$ cat src/rtl/mips_ctrl_pkg.sv
// Shared constants and the control-word type for the multicycle MIPS controller.
// State codes, opcodes and the datapath mux select codes all live here.
package mips_ctrl_pkg;

    localparam logic [3:0] S_FETCH     = 4'd0;
    localparam logic [3:0] S_DECODE    = 4'd1;
    localparam logic [3:0] S_MEM_ADDR  = 4'd2;
    localparam logic [3:0] S_MEM_READ  = 4'd3;
    localparam logic [3:0] S_MEM_WB    = 4'd4;
    localparam logic [3:0] S_MEM_WRITE = 4'd5;
    localparam logic [3:0] S_EXECUTE   = 4'd6;
    localparam logic [3:0] S_R_WB      = 4'd7;
    localparam logic [3:0] S_BRANCH    = 4'd8;
    localparam logic [3:0] S_JUMP      = 4'd9;
    localparam logic [3:0] S_ADDI_EXEC = 4'd10;
    localparam logic [3:0] S_ADDI_WB   = 4'd11;

    localparam logic [5:0] OP_R    = 6'b000000;
    localparam logic [5:0] OP_LW   = 6'b100011;
    localparam logic [5:0] OP_SW   = 6'b101011;
    localparam logic [5:0] OP_BEQ  = 6'b000100;
    localparam logic [5:0] OP_BNE  = 6'b000101;
    localparam logic [5:0] OP_J    = 6'b000010;
    localparam logic [5:0] OP_ADDI = 6'b001000;

    localparam logic [1:0] ALUB_RT     = 2'd0;
    localparam logic [1:0] ALUB_FOUR   = 2'd1;
    localparam logic [1:0] ALUB_IMM    = 2'd2;
    localparam logic [1:0] ALUB_IMM_SH = 2'd3;

    localparam logic [1:0] ALUOP_ADD   = 2'd0;
    localparam logic [1:0] ALUOP_SUB   = 2'd1;
    localparam logic [1:0] ALUOP_FUNCT = 2'd2;

    localparam logic [1:0] PCSRC_ALU    = 2'd0;
    localparam logic [1:0] PCSRC_ALUOUT = 2'd1;
    localparam logic [1:0] PCSRC_JUMP   = 2'd2;

    typedef struct packed {
        logic       pc_write;
        logic       iord;
        logic       mem_read;
        logic       mem_write;
        logic       ir_write;
        logic       reg_dst;
        logic       mem_to_reg;
        logic       reg_write;
        logic       alu_src_a;
        logic [1:0] alu_src_b;
        logic [1:0] alu_op;
        logic [1:0] pc_source;
    } ctrl_t;

    localparam ctrl_t CTRL_IDLE = '0;

endpackage

$ cat src/rtl/mips_ctrl_decode.sv
// Combinational output decode: current state, latched opcode, zero flag and
// memory handshake map to the full datapath control word.
module mips_ctrl_decode
    import mips_ctrl_pkg::*;
(
    input  logic [3:0] state,
    input  logic [5:0] op_q,
    input  logic       zero,
    input  logic       mem_ready,
    output ctrl_t      ctrl
);

    // Per-state control word; anything not set stays inactive.
    always_comb begin
        ctrl = CTRL_IDLE;
        case (state)
            S_FETCH: begin
                ctrl.mem_read  = 1'b1;
                ctrl.alu_src_b = ALUB_FOUR;
                ctrl.alu_op    = ALUOP_ADD;
                ctrl.pc_source = PCSRC_ALU;
                ctrl.ir_write  = mem_ready;
                ctrl.pc_write  = mem_ready;
            end
            S_DECODE: begin
                ctrl.alu_src_b = ALUB_IMM_SH;
                ctrl.alu_op    = ALUOP_ADD;
            end
            S_MEM_ADDR: begin
                ctrl.alu_src_a = 1'b1;
                ctrl.alu_src_b = ALUB_IMM;
            end
            S_MEM_READ: begin
                ctrl.mem_read = 1'b1;
                ctrl.iord     = 1'b1;
            end
            S_MEM_WB: begin
                ctrl.reg_write  = 1'b1;
                ctrl.mem_to_reg = 1'b1;
            end
            S_MEM_WRITE: begin
                ctrl.mem_write = 1'b1;
                ctrl.iord      = 1'b1;
            end
            S_EXECUTE: begin
                ctrl.alu_src_a = 1'b1;
                ctrl.alu_src_b = ALUB_RT;
                ctrl.alu_op    = ALUOP_FUNCT;
            end
            S_R_WB: begin
                ctrl.reg_write = 1'b1;
                ctrl.reg_dst   = 1'b1;
            end
            S_BRANCH: begin
                ctrl.alu_src_a = 1'b1;
                ctrl.alu_src_b = ALUB_RT;
                ctrl.alu_op    = ALUOP_SUB;
                ctrl.pc_source = PCSRC_ALUOUT;
                ctrl.pc_write  = ((op_q == OP_BEQ) && zero) || ((op_q == OP_BNE) && !zero);
            end
            S_JUMP: begin
                ctrl.pc_source = PCSRC_JUMP;
                ctrl.pc_write  = 1'b1;
            end
            S_ADDI_EXEC: begin
                ctrl.alu_src_a = 1'b1;
                ctrl.alu_src_b = ALUB_IMM;
            end
            S_ADDI_WB: begin
                ctrl.reg_write = 1'b1;
            end
            default: begin
                ctrl = CTRL_IDLE;
            end
        endcase
    end

endmodule

$ cat src/rtl/multicycle_mips_ctrl.sv
// Multicycle MIPS control FSM: state register, latched opcode, illegal-opcode
// pulse and retired-instruction counter around the combinational decode.
module multicycle_mips_ctrl
    import mips_ctrl_pkg::*;
#(
    parameter int CNT_W = 32
) (
    input  logic             clk,
    input  logic             reset,
    input  logic [5:0]       opcode,
    input  logic             zero,
    input  logic             mem_ready,
    output logic             pc_write,
    output logic             iord,
    output logic             mem_read,
    output logic             mem_write,
    output logic             ir_write,
    output logic             reg_dst,
    output logic             mem_to_reg,
    output logic             reg_write,
    output logic             alu_src_a,
    output logic [1:0]       alu_src_b,
    output logic [1:0]       alu_op,
    output logic [1:0]       pc_source,
    output logic             illegal_op,
    output logic [CNT_W-1:0] instr_count,
    output logic [3:0]       state
);

    logic [3:0]       state_r;
    logic [3:0]       next_state_s;
    logic [5:0]       op_q_r;
    logic [CNT_W-1:0] instr_count_r;
    logic             illegal_r;
    logic             illegal_set_s;
    logic             retire_s;
    ctrl_t            dec_s;
    ctrl_t            ctrl_s;

    mips_ctrl_decode u_decode (
        .state     (state_r),
        .op_q      (op_q_r),
        .zero      (zero),
        .mem_ready (mem_ready),
        .ctrl      (dec_s)
    );

    // Next state; retire_s marks the transitions that complete an instruction.
    always_comb begin
        next_state_s  = S_FETCH;
        retire_s      = 1'b0;
        illegal_set_s = 1'b0;
        case (state_r)
            S_FETCH: begin
                if (mem_ready) next_state_s = S_DECODE;
                else           next_state_s = S_FETCH;
            end
            S_DECODE: begin
                case (opcode)
                    OP_LW, OP_SW:   next_state_s = S_MEM_ADDR;
                    OP_R:           next_state_s = S_EXECUTE;
                    OP_BEQ, OP_BNE: next_state_s = S_BRANCH;
                    OP_J:           next_state_s = S_JUMP;
                    OP_ADDI:        next_state_s = S_ADDI_EXEC;
                    default: begin
                        next_state_s  = S_FETCH;
                        illegal_set_s = 1'b1;
                    end
                endcase
            end
            S_MEM_ADDR: begin
                if (op_q_r == OP_LW) next_state_s = S_MEM_READ;
                else                 next_state_s = S_MEM_WRITE;
            end
            S_MEM_READ: begin
                if (mem_ready) next_state_s = S_MEM_WB;
                else           next_state_s = S_MEM_READ;
            end
            S_MEM_WRITE: begin
                if (mem_ready) begin
                    next_state_s = S_FETCH;
                    retire_s     = 1'b1;
                end else begin
                    next_state_s = S_MEM_WRITE;
                end
            end
            S_EXECUTE:   next_state_s = S_R_WB;
            S_ADDI_EXEC: next_state_s = S_ADDI_WB;
            S_MEM_WB, S_R_WB, S_BRANCH, S_JUMP, S_ADDI_WB: begin
                next_state_s = S_FETCH;
                retire_s     = 1'b1;
            end
            default: begin
                next_state_s = S_FETCH;
            end
        endcase
    end

    // State, latched opcode, illegal pulse and counter; counter holds unless retiring.
    always_ff @(posedge clk) begin
        if (reset) begin
            state_r       <= S_FETCH;
            op_q_r        <= 6'd0;
            instr_count_r <= '0;
            illegal_r     <= 1'b0;
        end else begin
            state_r   <= next_state_s;
            illegal_r <= illegal_set_s;
            if (state_r == S_DECODE) op_q_r <= opcode;
            if (retire_s) instr_count_r <= instr_count_r + {{(CNT_W-1){1'b0}}, 1'b1};
        end
    end

    // Reset forces every control output inactive, even before the first edge.
    always_comb begin
        if (reset) ctrl_s = CTRL_IDLE;
        else       ctrl_s = dec_s;
    end

    assign pc_write    = ctrl_s.pc_write;
    assign iord        = ctrl_s.iord;
    assign mem_read    = ctrl_s.mem_read;
    assign mem_write   = ctrl_s.mem_write;
    assign ir_write    = ctrl_s.ir_write;
    assign reg_dst     = ctrl_s.reg_dst;
    assign mem_to_reg  = ctrl_s.mem_to_reg;
    assign reg_write   = ctrl_s.reg_write;
    assign alu_src_a   = ctrl_s.alu_src_a;
    assign alu_src_b   = ctrl_s.alu_src_b;
    assign alu_op      = ctrl_s.alu_op;
    assign pc_source   = ctrl_s.pc_source;
    assign illegal_op  = illegal_r & ~reset;
    assign instr_count = instr_count_r;
    assign state       = state_r;

endmodule

$ cat config.mk
export PLATFORM = sky130hd
export DESIGN_NAME = multicycle_mips_ctrl
export DESIGN_NICKNAME = d
export VERILOG_FILES = /design/src/rtl/mips_ctrl_pkg.sv /design/src/rtl/mips_ctrl_decode.sv /design/src/rtl/multicycle_mips_ctrl.sv
export SDC_FILE = /design/constraint.sdc
export NUM_CORES = 1
export LEC_CHECK = 0
export CORE_MARGIN = 5
export CORE_UTILIZATION = 53
export DETAILED_ROUTE_END_ITERATION = 8
export HOLD_SLACK_MARGIN = 0.15
export PLACE_DENSITY_LB_ADDON = 0.2
export SLEW_MARGIN = 0
export SYNTH_ARGS = -nofsm -noshare
export SYNTH_HDL_FRONTEND = slang
export SYNTH_HIERARCHICAL = 1
export SYNTH_SLANG_ARGS = --single-unit
$ cat constraint.sdc
create_clock -name clk -period 4.4 [get_ports clk]
set_input_delay 0.44 -clock clk [delete_from_list [all_inputs] [get_ports clk]]
set_output_delay 0.44 -clock clk [all_outputs]
set_load 0.005 [all_outputs]
## Yosys cells after proc, flatten, opt, wreduce, memory -nomap -nowiden

Cells that the tools add are included.

- Multipliers: 0
- Div/mod/pow operators: 0
- Reductions and logical operators: 16
- Mux-type cells: 22
- Bitwise gates (word level): 3
- Shifts and indexed selects: 0
- Equality and inequality tests: 20
- $add $sub $neg: 1
- $lt $le $gt $ge: 0

Operators by type and width:

| operator | count |
|---|---|
| adder 32 x 1 -> 32 bit (second input constant) | 1 |
| case mux 4 bit (7 select lines) | 1 |
| == test 6 x 3 -> 1 bit (second input constant) | 4 |
| case mux 4 bit (5 select lines) | 1 |
| == test 6 bit (second input constant) | 3 |
| == test 4 x 3 -> 1 bit (second input constant) | 4 |
| == test 4 bit (second input constant) | 4 |
| two-way mux 15 bit | 1 |
| OR reduction 2 bit | 6 |
| two-way mux 1 bit | 11 |
| two-way mux 3 bit | 3 |
| == test 4 x 2 -> 1 bit (second input constant) | 2 |
| case mux 2 bit (2 select lines) | 2 |
| OR reduction 7 bit | 1 |
| == test 6 x 2 -> 1 bit (second input constant) | 1 |
| == test 6 x 4 -> 1 bit (second input constant) | 1 |
| logical NOT 6 bit | 1 |
| case mux 2 bit (3 select lines) | 1 |
| OR reduction 5 bit | 1 |
| == test 4 x 1 -> 1 bit (second input constant) | 1 |
| logical NOT 4 bit | 1 |
| OR reduction 4 bit | 1 |
| case mux 1 bit (3 select lines) | 1 |
| OR reduction 3 bit | 1 |
| other kinds (6) | 8 |

- Memory bits (read-only): 0
- Flip-flop bits (word level): 43
- RAM bits: 0
- Input bits: 10
- Memories: 0
- Bits in latches: 0
- Logic and storage cells: 66

## Logic depth before layout (Yosys ltp)

- Depth after elaboration: 5
- Depth in mapped cells: 7

## Modules after synthesis

The synthesis kept the hierarchy.

Modules (own cells, without submodules):

| module | cells an instance | times used | seq. area each (um^2) | area each (um^2) |
|---|---|---|---|---|
| multicycle_mips_ctrl | 280 | 1 | 860.8 | 2,297.2 |
| mips_ctrl_decode | 34 | 1 | 0.0 | 232.7 |

## Worst setup path before layout

No wires, ideal clock.

- Kind: flip-flop to flip-flop
- From: reg state_r[0] (netlist: state[0])
- To: reg instr_count_r[12] (netlist: instr_count[12])
- Buffers on the path: 2
- Arrival: 1.675 ns
- Cell stages (with the launch flop): 8
- Clock period less this slack: 1.802 ns
- Setup time: 0.128 ns
- Data required time: 4.272 ns
- Path slack: 2.598 ns
- Cell sequence: dfxtp_1 -> clkbuf_1 -> or4b_1 -> nand4b_4 -> buf_2 -> nor4_1 -> xnor2_1 -> nor2_1

- Cells in the longest elaborated chain, start to end: 3

RTL lines:

| item | RTL line | source |
|---|---|---|
| start, declared | multicycle_mips_ctrl.sv:30 | `logic [3:0] state_r;` |
| start signal, assigned | multicycle_mips_ctrl.sv:107 | `state_r <= next_state_s;` |
| == test 4 x 3 -> 1 bit / == test 4 bit (equally long branches) | multicycle_mips_ctrl.sv:53 | `case (state_r)` |
| OR reduction 5 bit | multicycle_mips_ctrl.sv:53 |  |
| case mux 1 bit (2 select lines) (*) | multicycle_mips_ctrl.sv:53 |  |
| end signal, assigned | multicycle_mips_ctrl.sv:110 | `if (retire_s) instr_count_r <= instr_count_r + {{(CNT_W-1){1'b0}}, 1'b1};` |
| end, declared | multicycle_mips_ctrl.sv:33 | `logic [CNT_W-1:0] instr_count_r;` |

Mark *: on every way between the ends. The rest lies on a longest branch, timed or not.
A chain may end at the register's enable or synchronous reset.

==> results.json <==
{
  "synth_area_leaders": "dfxtp_1 34%, xnor2_1 8.3%, nor2_1 5.2%, nor2b_1 4.9%, nand2_1 4.9%",
  "rows": 25,
  "via_per_inst": 5.58,
  "period_needed_ps": 2900,
  "netlist.area_leader.share_pct": 34.0,
  "synthMuxAreaShare_pct": 0,
  "fp.dieArea_um2": 6260,
  "cts_made_buffers": 5,
  "syn2layout_area_growth_pct": 25.2,
  "cts_hold_buffers": 0,
  "final_cell_area_um2": 3170,
  "htreeDepth": 2,
  "ys_async_sr_fraction_pct": 0,
  "timing.hold.ws_ps": 478,
  "ys_ff_latch": 43,
  "clock_skew_ps": 12.9,
  "cts_tree": "built",
  "worstSkewPairLatency_ps": 300,
  "synth_cell_types": 48,
  "dp_hpwl_um": 4030,
  "setup_viol": 0,
  "status": "finished, final reports clean",
  "grt_pass1_vias": 2236,
  "p_leak_nw": 1.03,
  "synth_cells": 314,
  "yosysMostFrequentCell": "dfxtp_1",
  "clock_path_buffers": 2,
  "yosysWarnings": 6,
  "drv_slew": 0,
  "hold_class": "reg2reg",
  "regArea_um2": 861,
  "synth_compound_area_share_pct": 8.90,
  "n_fill_cell": 428,
  "grt_pass1_wl_um": 10300,
  "track_usage_pct": 20.0,
  "required_ps": 3960,
  "synth_edf_count": 0,
  "die_h_um": 79.1,
  "drt_iter0_markers": 137,
  "power_density_nw_per_um2": 225,
  "cts_sinks": 43,
  "fin_tns_setup_ps": 0,
  "initial_core_util_pct": 53.9,
  "ys_seq_area_share_pct": 34.0,
  "synthSimpleGateAreaFrac_pct": 40.1,
  "fin_crit_sh_pct": 65.8,
  "io_buffer_count": 61,
  "drive_gt1_share_pct": 6.08,
  "synth_xor_area_share_pct": 10.7,
  "grt_setup_unrepaired": "false",
  "antennaDiodeCount": 0,
  "cp-start-kind": "flip-flop",
  "postRouteAntennaNets": 0,
  "place_congestion": 0.836,
  "max_slew_margin_pct": 36.2,
  "ys_top_cells_by_count": "43 x dfxtp_1, 35 x nor2_1, 33 x nand2_1",
  "synth_top_area_cell": "dfxtp_1",
  "grt_max_degree": 57,
  "crit_path_max_fanout": 21,
  "synth_fa_ha_area_share_pct": 0.495,
  "vias": 2320,
  "post_cts_buffers": 0,
  "crit_type": "reg2out",
  "cp.arrival_ps": 2460,
  "synth_nets": 325,
  "pin_count": 62,
  "met2WireLength_um": 2540,
  "synthFlopType": "dfxtp_1",
  "core_area_um2": 4690,
  "cap_violations": 0,
  "ctsResizeCount": 0,
  "avgSynthCellArea_um2": 8.06,
  "wl_met3_um": 334,
  "worstMarginPinSlew_ps": 957,
  "hold_viol_final": 0,
  "firstDrtPassIters": 4,
  "max_freq_mhz": 345,
  "synth_top_family_by_area": "simple AND/OR/NAND/NOR gates",
  "top_layer_used": "met4",
  "multi_input_area_um2": 1520,
  "syn-cell-area_um2": 2530,
  "overflow": 0,
  "antenna_found_initial": 0,
  "nets": 372,
  "endpoint_kind": "primary output",
  "wl_met1_um": 2820,
  "placed_cell_area_um2": 3080,
  "finalWirelength_um": 5750,
  "cts-root-buf": "clkbuf_8",
  "drc": 0,
  "cts.reportedPaths.clkPinSlew_ps": 90,
  "wl_per_cell_um": 13.8,
  "peakVddDrop_v": 0.000248,
  "fp.dieW_um": 79.1
}
[cells by family after synthesis]
kind of cell	Yosys count
AO/OA/AOI/OAI	36
buffers and inverters	26
AND/OR/NAND/NOR	178
XOR/XNOR	30
flip-flops	43
adder cells (fa/ha/maj)	1
[state kept, by name (all words and copies together), names as in the netlist]
register / flops
op_q_r: 6
illegal_r: 1
instr_count: 32
state: 4
[where the power goes]
part,switching [W],internal [W],leakage (nW)
Sequential,0.00000680,0.000393,0.347
Combinational,0.0000279,0.0000261,0.645
Clock,0.000147,0.000114,0.0408
[worst max-delay path, stage by stage (launching register included)]
cell and delay (ps):
dfxtp_1 780, nor4b_2 370, nor4b_2 260, or3_1 130
nor2b_1 110, clkdlybuf4s50_1 510
[per-layer routing]
| layer | GRT usage, % | vias up |
|---|---|---|
| li1 | - | 1196 |
| met1 | 28.1 | 1056 |
| met2 | 29.6 | 62 |
| met3 | 5.33 | 6 |
| met4 | 6.53 | 0 |
| met5 | 0 | - |
[cell usage in the layout, fill, tap and decap left out, types with 2 or more instances in the layout]
cell type / n
a21oi_1: 16
xor2_1: 5
nand2b_1: 5
and3_1: 9
nor4_1: 15
nand3b_1: 2
nand4_1: 7
clkbuf_8: 5
nand3_1: 11
or3_1: 7
and4_1: 4
clkdlybuf4s50_1: 60
clkinvlp_4: 2
inv_1: 5
o21ai_0: 6
nor2_1: 35
nor4b_2: 2
a32oi_1: 2
nor3_1: 15
dfxtp_1: 43
nor2b_1: 20
nand4_4: 2
xnor2_1: 24
nand2_1: 33
a211oi_1: 2
and3_2: 2
[metrics by stage]
step                      utilization (%)  setup slack, ps  std cells  power, W
after floorplan                         -             2600        314  0.000441
after CTS                            67.5             1510        416  0.000720
after global placement               65.5             1850        408  0.000462
final                                67.5             1500        416  0.000714
after detailed placement             65.5             1740        408  0.000463
after global routing                 67.5             1220        416  0.000746
[layout make-up]
type | count | area share (%)
Clock inverter | 3 | 0.750
Multi-Input combinational cell | 245 | 48.1
Clock buffer | 5 | 2.17
Sequential cell | 43 | 27.2
Timing Repair Buffer | 61 | 19.1
Tap cell | 54 | 2.13
Inverter | 5 | 0.592
[path summary, 6_finish.rpt]
kind              startpoint               to  slack, ps  cells past startpoint
setup / recovery    state[3]         pc_write       1500                      5
setup reg to reg    state[2]  instr_count[26]       1770                      5
hold reg to reg    op_q_r[5]        op_q_r[5]        480                      2
hold / removal     op_q_r[5]        op_q_r[5]        480                      2
(Power assumes the default switching activity.)
